## config.mk

```make
export PLATFORM = sky130hd
export DESIGN_NAME = wave_gen_param
export DESIGN_NICKNAME = d
export VERILOG_FILES = /design/src/rtl/wave_gen_param.sv
export SDC_FILE = /design/constraint.sdc
export NUM_CORES = 1
export LEC_CHECK = 0
export ABC_AREA = 1
export CORE_ASPECT_RATIO = 0.8
export CORE_MARGIN = 2
export CORE_UTILIZATION = 30
export DETAILED_ROUTE_END_ITERATION = 7
export RECOVER_POWER = 50
export SLEW_MARGIN = 30
export SYNTH_ARGS = -nofsm -noshare
export SYNTH_HDL_FRONTEND = slang
export SYNTH_SLANG_ARGS = --single-unit
```

## constraint.sdc

```tcl
create_clock -name clk -period 8.2 [get_ports clk]
set_input_delay 1.64 -clock clk [delete_from_list [all_inputs] [get_ports clk]]
set_output_delay 1.64 -clock clk [all_outputs]
set_load 0.005 [all_outputs]
```

## src/rtl/wave_gen_param.sv

```systemverilog
// Parametrised multi-mode waveform generator: triangle, saw-up, saw-down and square
// between configurable bounds, with enable gating, event strobe and config error latch.
module wave_gen_param #(
    parameter int unsigned WIDTH = 5
) (
    input  logic             clk,
    input  logic             rst_n,
    input  logic             en,
    input  logic             cfg_load,
    input  logic [1:0]       mode,
    input  logic [WIDTH-1:0] step,
    input  logic [WIDTH-1:0] lo,
    input  logic [WIDTH-1:0] hi,
    output logic [WIDTH-1:0] wave,
    output logic             dir,
    output logic             evt,
    output logic             cfg_err
);

    localparam int unsigned XW = WIDTH + 1;

    localparam logic [1:0] MODE_TRI  = 2'b00;
    localparam logic [1:0] MODE_SAWU = 2'b01;
    localparam logic [1:0] MODE_SAWD = 2'b10;
    localparam logic [1:0] MODE_SQR  = 2'b11;

    logic [1:0]       mode_q, mode_d;
    logic [WIDTH-1:0] step_q, step_d;
    logic [WIDTH-1:0] lo_q, lo_d;
    logic [WIDTH-1:0] hi_q, hi_d;
    logic [WIDTH-1:0] cnt_q, cnt_d;
    logic [WIDTH-1:0] wave_d;
    logic             dir_d;
    logic             evt_d;
    logic             err_d;

    // Widened operands so bound checks can never wrap
    logic [XW-1:0] wave_plus_step;
    logic [XW-1:0] lo_plus_step;
    logic [XW-1:0] hi_x;
    logic [XW-1:0] wave_x;
    logic          cnt_last;

    assign wave_x         = XW'(wave);
    assign hi_x           = XW'(hi_q);
    assign wave_plus_step = wave_x + XW'(step_q);
    assign lo_plus_step   = XW'(lo_q) + XW'(step_q);
    assign cnt_last       = (XW'(cnt_q) + XW'(1)) == XW'(step_q);

    // Next-state logic: cfg_load > error hold > enabled advance > hold
    always_comb begin
        mode_d = mode_q;
        step_d = step_q;
        lo_d   = lo_q;
        hi_d   = hi_q;
        cnt_d  = cnt_q;
        wave_d = wave;
        dir_d  = dir;
        evt_d  = 1'b0;
        err_d  = cfg_err;

        if (cfg_load) begin
            mode_d = mode;
            step_d = step;
            lo_d   = lo;
            hi_d   = hi;
            wave_d = lo;
            dir_d  = 1'b0;
            cnt_d  = '0;
            err_d  = (lo >= hi) || (step == '0);
        end else if (cfg_err) begin
            wave_d = lo_q;
        end else if (en) begin
            case (mode_q)
                MODE_TRI: begin
                    if (!dir) begin
                        if (wave_plus_step >= hi_x) begin
                            wave_d = hi_q;
                            dir_d  = 1'b1;
                            evt_d  = 1'b1;
                        end else begin
                            wave_d = WIDTH'(wave_plus_step);
                        end
                    end else begin
                        if (wave_x <= lo_plus_step) begin
                            wave_d = lo_q;
                            dir_d  = 1'b0;
                            evt_d  = 1'b1;
                        end else begin
                            wave_d = wave - step_q;
                        end
                    end
                end
                MODE_SAWU: begin
                    if (wave_plus_step > hi_x) begin
                        wave_d = lo_q;
                        evt_d  = 1'b1;
                    end else begin
                        wave_d = WIDTH'(wave_plus_step);
                    end
                end
                MODE_SAWD: begin
                    if (wave_x < lo_plus_step) begin
                        wave_d = hi_q;
                        evt_d  = 1'b1;
                    end else begin
                        wave_d = wave - step_q;
                    end
                end
                MODE_SQR: begin
                    if (cnt_last) begin
                        cnt_d  = '0;
                        wave_d = (wave == lo_q) ? hi_q : lo_q;
                        evt_d  = 1'b1;
                    end else begin
                        cnt_d = cnt_q + WIDTH'(1);
                    end
                end
                default: begin
                    wave_d = wave;
                end
            endcase
        end
    end

    // State and output registers; reset reproduces the classic 0..max triangle
    always_ff @(posedge clk or negedge rst_n) begin
        if (!rst_n) begin
            mode_q  <= MODE_TRI;
            step_q  <= WIDTH'(1);
            lo_q    <= '0;
            hi_q    <= '1;
            cnt_q   <= '0;
            wave    <= '0;
            dir     <= 1'b0;
            evt     <= 1'b0;
            cfg_err <= 1'b0;
        end else begin
            mode_q  <= mode_d;
            step_q  <= step_d;
            lo_q    <= lo_d;
            hi_q    <= hi_d;
            cnt_q   <= cnt_d;
            wave    <= wave_d;
            dir     <= dir_d;
            evt     <= evt_d;
            cfg_err <= err_d;
        end
    end

endmodule
```

==> flow_metrics.tcl <==
set metrics [dict create \
    status "complete, but fails checks" \
    violations "max-capacitance violations, max-slew violations" \
    num_antenna_cells 0 \
    fmax_ghz 0.250 \
    fin_skew_ns 0.00803 \
    post-dp-hpwl_um 7280 \
    grt_pass1_wl_um 14700 \
    worst_slew_pin_slew_ns 1.65 \
    tns_ns 0 \
    critical_path.startpoint_type "input pin" \
    io_pins 29 \
    crit_start "cfg_load" \
    core_area_mm2 0.00977 \
    critical_path_arrival_ns 4.16 \
    crit_fanout 41 \
    critPathKind "in -> reg" \
    htree_levels 2 \
    grt_max_degree 42 \
    drc 0 \
    setup_violations 0 \
    synth_cells 446 \
    netlist_area_mm2 0.00305 \
    grt_usage 0.171 \
    die_area_mm2 0.0110 \
    cts_hold_buffers 0 \
    worstSkewPairLatency_ns 0.28 \
    crit_required_ns 8.36 \
    io_buffers 28 \
    min_period_over_period 0.488 \
    cts_buffers 5 \
    dpl.cell_count 605 \
    rr_worst_depth 17 \
    first_global_vias 2975 \
    final_max_slew_viol_count 31 \
    grt-ovfl-total 0 \
    ir_drop_v 0.0000975 \
    pwr_density_cell_mw_per_mm2 230 \
    first_pass_iters 5 \
    cpMaxStageDelayCell "clkbuf_1" \
    synth-main-ff-cell "dfrtp_1" \
    syn_area_per_cell_um2 6.84 \
    regToRegSetupSlack_ns 4.96 \
    synth-edff-count 0 \
    postCtsSetupRepairBufs 0 \
    antenna_found_initial 0 \
    reg2reg_from "step_q[3]" \
    ys_seq_elements 30 \
    clock-sinks 30 \
    maxCapViolCount 1 \
    area_growth_pct 19.3 \
    min_path_type "reg -> reg" \
    cp_common_cell "nor2_1" \
    fin_crit_ns 4.00 \
    fin_nets 530 \
    p_leak_uw 0.00180 \
    fp-row-count 32 \
    slew_headroom -0.0997 \
    post_cts_resize_count 0 \
    drt_iter0_drc 331 \
    fp.dieH_um 94.2 \
    routed_wl_um 8890 \
    cts_root_buffer "clkbuf_16" \
    drt-vias-per-instance 5.02 \
    ys_warn_count 0 \
    ys_types 35 \
    tritoncts "built" \
    clk_path_buf_depth 2 \
    initial_core_util 0.312 \
    drive_gt1_frac 0.0985 \
    async_reset_ff_frac 1.00 \
    r2r-end "wave[4]" \
    cp-endpoint "wave[2]" \
    antenna_left 0 \
    gp_congestion 0.931 \
    via_count 3080 \
    wire_per_inst_um 14.5 \
    power_uw 836 \
    rsz0062_at_grt "false" \
    endpoint_kind "flip-flop" \
    crit_chain "dlygate4sd3_1 -> clkbuf_1 -> nor2_1 -> nand3_2 -> nand2_2 -> nor2_1 -> a21oi_2" \
    syn_nets 500 \
    crit_path_max_incr_delay_ns 0.99 \
    die_w_um 117 \
    path_clk_slew_ns 0.05 \
    stdcell_count 613 \
    hold_viol_final 0 \
    yosysSeqAreaShare 0.249 \
]
## cell type report
| type | count | area (um^2) |
|---|---|---|
| clock buffer | 7 | 143 |
| clock inverter | 1 | 30.0 |
| fill | 1062 | 6130 |
| inverter | 63 | 236 |
| multi-input combinational | 346 | 2010 |
| sequential | 30 | 758 |
| tap | 136 | 170 |
| timing repair buffer | 30 | 288 |
## cells in the final DEF (no fill, tap or decap), types with 6 or more instances in the layout
cell / instances
nand2_1: 128
inv_1: 59
nand3_1: 51
ha_1: 30
clkdlybuf4s50_1: 26
nor2_1: 25
dfrtp_1: 24
o21ai_0: 22
a21oi_1: 17
nand4_1: 12
nand2_2: 8
nand3_2: 7
xnor2_1: 6
dfstp_2: 6
## power breakdown
part	switching [uW]	internal, uW	leakage [uW]
clock	62.7	151	0.0000841
sequential	28.5	165	0.000365
combinational	275	154	0.00135
## how the worst min path moves through the flow
stage | start | end | slack [ns] | depth (start not counted)
final | hi_q[0] | hi_q[0] | 0.56 | 2
after global routing | hi_q[0] | hi_q[0] | 0.59 | 2
after CTS | hi_q[0] | hi_q[0] | 0.55 | 2
after detailed placement | hi_q[0] | hi_q[0] | 0.54 | 2
after global placement | hi_q[0] | hi_q[0] | 0.53 | 2
after floorplan | hi_q[0] | hi_q[0] | 0.49 | 2
## synthesized netlist by cell type, types with 2 or more instances
master,instances,area [um^2]
ha_1,30,375
nor2_1,25,93.8
xnor2_1,6,52.6
o21a_1,3,22.5
xor2_1,4,35.0
inv_2,4,15.0
o31ai_1,4,30.0
clkbuf_1,4,15.0
dfrtp_1,24,601
nor2_4,2,22.5
nand4_1,12,75.1
buf_6,2,22.5
nand3_1,51,255
nand2_2,8,50.1
o22ai_1,2,12.5
nand2_1,128,480
o21ai_0,22,110
o21ai_1,3,15.0
dfstp_2,6,158
a21oi_1,17,85.1
nand3_2,7,70.1
nor2_2,3,18.8
fa_1,3,60.1
nor3_2,3,30.0
a21oi_2,5,43.8
inv_1,59,221
## sequential cells by signal (all words and copies together), names as in the netlist
name     cells
lo_q         5
step_q       5
wave         5
evt          1
mode_q       2
hi_q         5
dir          1
cfg_err      1
cnt_q        5
## cells by family after synthesis
family / share of synthesized area
xor+xnor: 0.0341
simple gates: 0.369
flops: 0.249
fa+ha+maj: 0.143
buf+inv: 0.0915
compound gates: 0.114
## worst max-delay path: cells and delay by family
| family | cells | cell delay [ns] |
|---|---|---|
| AOI/OAI and AO/OA | 1 | 0.07 |
| and+or+nand+nor | 4 | 0.93 |
| buffers and inverters | 2 | 1.51 |
## stage by stage
step	cell area, um^2	setup slack [ns]	hold WS (ns)	util
final	3640	4.20	0.557	0.372
after global routing	3640	3.93	0.595	0.372
after CTS	3640	4.97	0.548	0.373
after detailed placement	3470	4.81	0.540	0.355
after global placement	3470	4.86	0.535	0.355
after floorplan	3050	5.44	0.486	-
## routing by layer
| metal | wire length, um | GRT usage | part of all wire | vias up |
|---|---|---|---|---|
| met5 | 0 | 0 | 0 | - |
| met4 | 75 | 0.0441 | 0.0084 | 0 |
| met1 | 4350 | 0.246 | 0.49 | 1425 |
| met3 | 685 | 0.0323 | 0.077 | 6 |
| li1 | - | - | - | 1521 |
| met2 | 3770 | 0.262 | 0.42 | 128 |
Power figures use the tool's default switching activity.
